## src/rtl/axi_write_arbiter.sv

```systemverilog
// Round-robin arbiter that shares one AXI write port (AW, W, B) among NUM_MASTERS requesters.
// Only one transaction is in flight: the owner is registered in IDLE and kept until its B handshake.
module axi_write_arbiter #(
   parameter int NUM_MASTERS = 2
) (
   input  logic                      clk,
   input  logic                      rst,
   input  logic [32*NUM_MASTERS-1:0] m_awaddr,
   input  logic [8*NUM_MASTERS-1:0]  m_awlen,
   input  logic [3*NUM_MASTERS-1:0]  m_awsize,
   input  logic [NUM_MASTERS-1:0]    m_awvalid,
   output logic [NUM_MASTERS-1:0]    m_awready,
   input  logic [32*NUM_MASTERS-1:0] m_wdata,
   input  logic [4*NUM_MASTERS-1:0]  m_wstrb,
   input  logic [NUM_MASTERS-1:0]    m_wlast,
   input  logic [NUM_MASTERS-1:0]    m_wvalid,
   output logic [NUM_MASTERS-1:0]    m_wready,
   output logic [NUM_MASTERS-1:0]    m_bvalid,
   input  logic [NUM_MASTERS-1:0]    m_bready,
   output logic [31:0]               s_awaddr,
   output logic [7:0]                s_awlen,
   output logic [2:0]                s_awsize,
   output logic                      s_awvalid,
   input  logic                      s_awready,
   output logic [31:0]               s_wdata,
   output logic [3:0]                s_wstrb,
   output logic                      s_wlast,
   output logic                      s_wvalid,
   input  logic                      s_wready,
   input  logic                      s_bvalid,
   output logic                      s_bready,
   output logic [NUM_MASTERS-1:0]    grant,
   output logic                      busy
);

   localparam int N  = NUM_MASTERS;
   localparam int IW = (N > 2) ? 2 : 1;

   localparam logic [1:0] ST_IDLE = 2'd0;
   localparam logic [1:0] ST_ADDR = 2'd1;
   localparam logic [1:0] ST_DATA = 2'd2;
   localparam logic [1:0] ST_RESP = 2'd3;

   logic [1:0]    r_state;
   logic [N-1:0]  r_grant;
   logic [IW-1:0] r_gidx;
   logic [IW-1:0] r_last;

   logic [IW-1:0] w_pick;
   logic [IW-1:0] w_cand;
   logic          w_found;
   logic [N-1:0]  w_pick_oh;

   logic [31:0]   w_awaddr_g;
   logic [7:0]    w_awlen_g;
   logic [2:0]    w_awsize_g;
   logic [31:0]   w_wdata_g;
   logic [3:0]    w_wstrb_g;

   // Search starts just after the last served master, so the previous owner has lowest priority.
   always_comb begin
      w_found = 1'b0;
      w_pick  = '0;
      w_cand  = '0;
      for (int k = 1; k <= N; k++) begin
         w_cand = IW'((int'(r_last) + k) % N);
         if (!w_found && m_awvalid[w_cand]) begin
            w_found = 1'b1;
            w_pick  = w_cand;
         end
      end
   end

   generate
      for (genvar gi = 0; gi < N; gi++) begin : g_pick_oh
         assign w_pick_oh[gi] = (w_pick == IW'(gi));
      end
   endgenerate

   assign w_awaddr_g = m_awaddr[32*r_gidx +: 32];
   assign w_awlen_g  = m_awlen[8*r_gidx +: 8];
   assign w_awsize_g = m_awsize[3*r_gidx +: 3];
   assign w_wdata_g  = m_wdata[32*r_gidx +: 32];
   assign w_wstrb_g  = m_wstrb[4*r_gidx +: 4];

   always_ff @(posedge clk) begin
      if (rst) begin
         r_state <= ST_IDLE;
         r_grant <= '0;
         r_gidx  <= '0;
         r_last  <= IW'(N - 1);
      end else begin
         case (r_state)
            ST_IDLE: begin
               if (|m_awvalid) begin
                  r_gidx  <= w_pick;
                  r_grant <= w_pick_oh;
                  r_state <= ST_ADDR;
               end
            end
            ST_ADDR: begin
               if (s_awvalid && s_awready) r_state <= ST_DATA;
            end
            ST_DATA: begin
               // The burst ends on wlast alone; beats are never counted against awlen.
               if (s_wvalid && s_wready && s_wlast) r_state <= ST_RESP;
            end
            ST_RESP: begin
               if (s_bvalid && s_bready) begin
                  r_last  <= r_gidx;
                  r_grant <= '0;
                  r_state <= ST_IDLE;
               end
            end
            default: r_state <= ST_IDLE;
         endcase
      end
   end

   // Each channel is routed only during its own phase; everything else is held at zero.
   always_comb begin
      s_awaddr  = '0;
      s_awlen   = '0;
      s_awsize  = '0;
      s_awvalid = 1'b0;
      m_awready = '0;
      s_wdata   = '0;
      s_wstrb   = '0;
      s_wlast   = 1'b0;
      s_wvalid  = 1'b0;
      m_wready  = '0;
      m_bvalid  = '0;
      s_bready  = 1'b0;
      case (r_state)
         ST_ADDR: begin
            s_awaddr  = w_awaddr_g;
            s_awlen   = w_awlen_g;
            s_awsize  = w_awsize_g;
            s_awvalid = m_awvalid[r_gidx];
            m_awready = r_grant & {N{s_awready}};
         end
         ST_DATA: begin
            s_wdata  = w_wdata_g;
            s_wstrb  = w_wstrb_g;
            s_wlast  = m_wlast[r_gidx];
            s_wvalid = m_wvalid[r_gidx];
            m_wready = r_grant & {N{s_wready}};
         end
         ST_RESP: begin
            m_bvalid = r_grant & {N{s_bvalid}};
            s_bready = m_bready[r_gidx];
         end
         default: ;
      endcase
   end

   assign grant = r_grant;
   assign busy  = (r_state != ST_IDLE);

endmodule

```

## config.mk

```make
export PLATFORM = sky130hd
export DESIGN_NAME = axi_write_arbiter
export DESIGN_NICKNAME = d
export VERILOG_FILES = /design/src/rtl/axi_write_arbiter.sv
export SDC_FILE = /design/constraint.sdc
export NUM_CORES = 1
export LEC_CHECK = 0
export CELL_PAD_IN_SITES_DETAIL_PLACEMENT = 1
export CELL_PAD_IN_SITES_GLOBAL_PLACEMENT = 2
export CORE_AREA = 2 2 140 142
export DETAILED_ROUTE_END_ITERATION = 16
export DIE_AREA = 0 0 142 144
export GPL_ROUTABILITY_DRIVEN = 1
export GPL_TIMING_DRIVEN = 0
export PLACE_DENSITY = 0.82
export SKIP_LAST_GASP = 1
export SLEW_MARGIN = 0
export SYNTH_ARGS = -nofsm -noshare
export SYNTH_HDL_FRONTEND = slang
export SYNTH_SLANG_ARGS = --single-unit
```

## constraint.sdc

```tcl
create_clock -name clk -period 1.8 [get_ports clk]
set_input_delay 0.36 -clock clk [delete_from_list [all_inputs] [get_ports clk]]
set_output_delay 0.36 -clock clk [all_outputs]
set_load 0.02 [all_outputs]
```

Yosys cells after proc, flatten, opt, wreduce, memory -nomap -nowiden
Index checks and enable logic that the tools add are counted.

word-level totals
  input bits = 171
  output and inout bits = 92
  register bits after elaboration = 6

cells by class
  bitwise operators = 4
  multiply operators = 1
  mux-type cells = 34
  reductions and logical operators = 14
  shift operators = 5
  $add $sub $neg = 2
  order comparisons = 3
  eq/ne operators = 7

operators with widths
  kind                                                 count
  indexed part select 64 x 7 -> 32 bit                 2
  two-way mux 32 bit                                   2
  two-way mux 1 bit                                    19
  two-way mux 2 bit                                    8
  indexed part select 16 x 5 -> 8 bit                  1
  two-way mux 8 bit                                    1
  != test 2 bit, second input constant                 4
  case mux 2 bit (4 select lines)                      1
  indexed part select 8 x 4 -> 4 bit                   1
  bitwise AND 2 bit                                    3
  < comparator 1 x 2 -> 1 bit, second input constant   3
  indexed part select 6 x 4 -> 3 bit                   1
  logical AND 1 bit                                    5
  equality test 2 bit, second input constant           2
  two-way mux 4 bit                                    1
  case mux 2 bit (2 select lines)                      1
  AND reduction 2 bit                                  2
  AND reduction 4 bit                                  1
  nonzero test 2 bit                                   2
  multiplier 2 x 1 -> 3 bit, first input constant      1
  two-way mux 3 bit                                    1
  AND reduction 3 bit                                  1
  adder 1 bit, second input constant                   2
  equality test 2 x 1 -> 1 bit, second input constant  1
  other kinds (4)                                      4

Longest topological paths before layout
  depth after elaboration = 10
  mapped depth = 6

Worst setup path before layout
No wires, ideal clock.

  path type = reg-to-output
  start = reg r_state[1]
  end = out s_awaddr[0]
  setup slack = 0.111 ns
  buffers on the path = 2
  data required time = 1.440 ns
  cell stages (with the launch flop) = 6
  arrival time = 1.329 ns
  path through = dfxtp_1 inv_1 ha_1 clkbuf_1 clkbuf_1 nor2b_1

between the ends
  longest elaborated chain between the ends = 2

ends and longest elaborated chain
  item                          line  source
  from (decl)                   44    logic [1:0] r_state;
  from (signal assigned)        88    r_state <= ST_IDLE;
  from (signal assigned)        98    r_state <= ST_ADDR;
  from (signal assigned)        102   if (s_awvalid && s_awready) r_state <= ST_DATA;
  equality test 2 x 1 -> 1 bit  134   case (r_state)
  two-way mux 32 bit            134
  to (decl)                     20    output logic [31:0] s_awaddr,

Every way passes these cells.

Worst setup path after layout
  start = reg r_state[1]
  end = out s_awlen[5]

between the ends
  longest elaborated chain between the ends = 2

ends and longest elaborated chain
  item                          line  source
  equality test 2 x 1 -> 1 bit  134
  two-way mux 8 bit             134
  to (decl)                     21    output logic [7:0] s_awlen,

Every way passes these cells.

==> flow_summary.yaml <==
setup_path:
  cp-start-kind: "register"
  crit_fanout: 5
  cpLargestDelayFamily: "buffers and inverters"
  crit_buf_inv: 4
  path_cells: "inv_4 > ha_4 > clkbuf_16 > clkbuf_16 > nor2b_1 > buf_4"
  cp.arrival_ns: 1.45
  cpPeakStageDelay_ns: 0.37
  path_common_cell: "clkbuf_16"
  critPathRequiredTime_ns: 1.44
  cpMaxStageDelayCell: "dfxtp_4"
  crit_path_end_kind: "primary output"
  path_class: "reg2out"
global_route:
  track_usage_pct: 11.1
  grt_pass1_wl_um: 17800
  grt_overflow_total: 0
  grt_max_degree: 11
  antenna_found_initial: 0
  grt_pass1_vias: 3202
synth:
  synth.distinct_cells: 26
  mappedNetlistArea_um2: 1860
  synthesis.nets: 411
  yosysTopAreaCell: "mux2i_1"
  post_synth.cell_area_avg_um2: 7.86
  ys_seq_elements: 6
  syn_inst: 236
  netlist_top_cells_area: "mux2i_1 (44%), nor2b_1 (28%), dfxtp_1 (6.5%)"
  synth_top_area_share_pct: 44.2
  yosysWarnings: 0
  synth-seq-area-share_pct: 6.47
placement:
  hpwl_um: 10300
  dpl_cell_area_um2: 4780
  port_buffers: 262
  dpl.cell_count: 736
  place_congestion: 0.731
timing:
  max_freq_mhz: 553
  slew_viol_final: 0
  hold_violations: 0
  min_period_ns: 1.81
  setup_viol: 3
  hold_slack_ns: 0.541
  finalCritPeriodShare_pct: 100
  setup_slack_ns: -0.00679
  rsz0062_at_grt: "yes"
  skew_ns: 0.00329
  max_slew.worst_pin.slew_ns: 0.402
  relSlewSlack_pct: 73.0
power_and_ir_drop:
  powerDensity_nw_per_um2: 961
  irDropWorstVdd_mv: 0.471
  power.share.clock_pct: 6.6
  p_switching_uw: 2310
  combinationalPowerShare_pct: 88.5
  p_sw_share_pct: 42.1
  seq_power_share_pct: 4.9
  power.total_uw: 5480
  power.leakage_uw: 0.00226
  internal-power_uw: 3170
clock_network:
  cts_buffers: 3
  clock-sinks: 6
  h-tree-depth: 1
  clock-root-buffer: "clkbuf_16"
  cts_max_path_buffers: 2
  clk_pin_slew_ns: 0.03
  insertion_delay_ns: 0.23
  cts_hold_buf: 0
  cts_tree: "built"
die:
  die_area_um2: 20400
  core_um2: 19100
  fp-row-count: 51
  start_util_pct: 9.73
  ioPinCount: 263
  die_height_um: 144
  die_x_um: 142
final_layout:
  fin_nets: 707
  n_fill_cell: 2142
  multi_input_comb_area_um2: 1980
  fin_area_um2: 5700
  regArea_um2: 131
  final-instance-count-excl-fill: 770
  drive_above_1_share_pct: 38.1
  layout_common_cells: "clkdlybuf4s50_1 (172), mux2i_1 (60), nor2b_1 (58)"
  syn_to_final_growth_pct: 207
  layout_commonest_cell: "clkdlybuf4s50_1"
job:
  drv_cap: 0
routing:
  avgRoutedWirePerCell_um: 17.2
  dr.first_iter.drc_count: 64
  wl_um: 13300
  drc: 0
  viasPerCell: 3.79
  ant_nets: 0
  via_count: 2920
  first_pass_iters: 4
hold_path:
  hp-class: "reg2reg"
status:
  status: "finished with violations"
  violations: "negative setup slack"
[cells by family after synthesis]
| logic type | Yosys count | synth area share (%) |
|---|---|---|
| buffers and inverters | 26 | 6.20 |
| adder cells (fa/ha/maj) | 4 | 2.70 |
| AND/OR/NAND/NOR | 104 | 34.7 |
| AO/OA/AOI/OAI | 13 | 4.99 |
| multiplexers | 83 | 45.0 |
| flip-flops | 6 | 6.47 |
[routing by layer]
layer | wire [µm] | vias up | GRT usage (%)
li1 | - | 1421 | -
met1 | 5150 | 1377 | 12.4
met2 | 7390 | 116 | 22.6
met3 | 637 | 6 | 1.56
met4 | 72 | 0 | 1.42
met5 | 0 | - | 0
[path summary, 6_finish.rpt]
kind,from,endpoint,slack (ns),cells after the start
worst max-delay path,r_state[1]$_SDFFE_PP0P_,s_awlen[5],-0.007,6
worst min-delay path,r_last$_SDFFE_PP1P_,r_last$_SDFFE_PP1P_,0.54,2
worst max register to register,r_gidx$_SDFFE_PP0P_,r_state[0]$_SDFFE_PP0P_,0.21,5
worst min register to register,r_last$_SDFFE_PP1P_,r_last$_SDFFE_PP1P_,0.54,2
[timing repair]
item / CTS / global route
buffers inserted: 20 / 3
setup endpoints to repair: 91 / 79
pin swaps: 1 / 0
gates resized for setup: 475 / 127
cloned: 7 / 7
[synth_stat cells (all sizes together)]
library cell and n:
nor2b 84, mux2i 83, clkbuf 11, buf 10, and3 6, dfxtp 6
inv 5, ha 4, nor2 4, a21oi 3, nand2 3, o21ai 3
a31oi 2, nand4 2, nor3 2, a221o 1, a221oi 1, a31o 1
a32oi 1, nand3b 1, nand4b 1, nor4b 1, o31ai 1
[registers in the layout (all words and copies together) (netlist names)]
| name | flops |
|---|---|
| r_state | 2 |
| r_gidx | 1 |
| grant | 2 |
| r_last | 1 |
[through the flow]
step	worst slack, ns	utilization (%)	TNS [ns]
6_report	-0.00679	29.9	-0.00841
3_3_place_gp	-0.871	25.0	-54.84
4_1_cts	-0.194	27.6	-4.03
2_1_floorplan	0.111	-	0
3_5_place_dp	-0.960	25.0	-60.17
5_1_grt	-0.0937	29.9	-1.76
[layout make-up]
type / count / share of cell area, %
clock buffers: 3 / 1.32
repair buffers: 296 / 51.1
diodes: 2 / 0.0878
flip-flops and latches: 6 / 2.30
well taps: 238 / 5.22
inverters: 5 / 0.373
plain buffers: 16 / 4.94
multi-input cells: 204 / 34.7
[tightest hold or removal path, delay by kind of cell (launching register included)]
family	cells	cell delay, ns
AO/OA/AOI/OAI	1	0.07
AND/OR/NAND/NOR	1	0.09
flip-flops	1	0.31
[power groups by stage]
stage | Clock, µW | Sequential (µW) | Combinational (µW)
3_5_place_dp | 0 | 225 | 3730
3_3_place_gp | 0 | 220 | 3650
2_1_floorplan | 0 | 226 | 1920
5_1_grt | 372 | 278 | 5150
4_1_cts | 372 | 253 | 4260
6_report | 360 | 268 | 4850
Power figures use the tool's default switching activity.
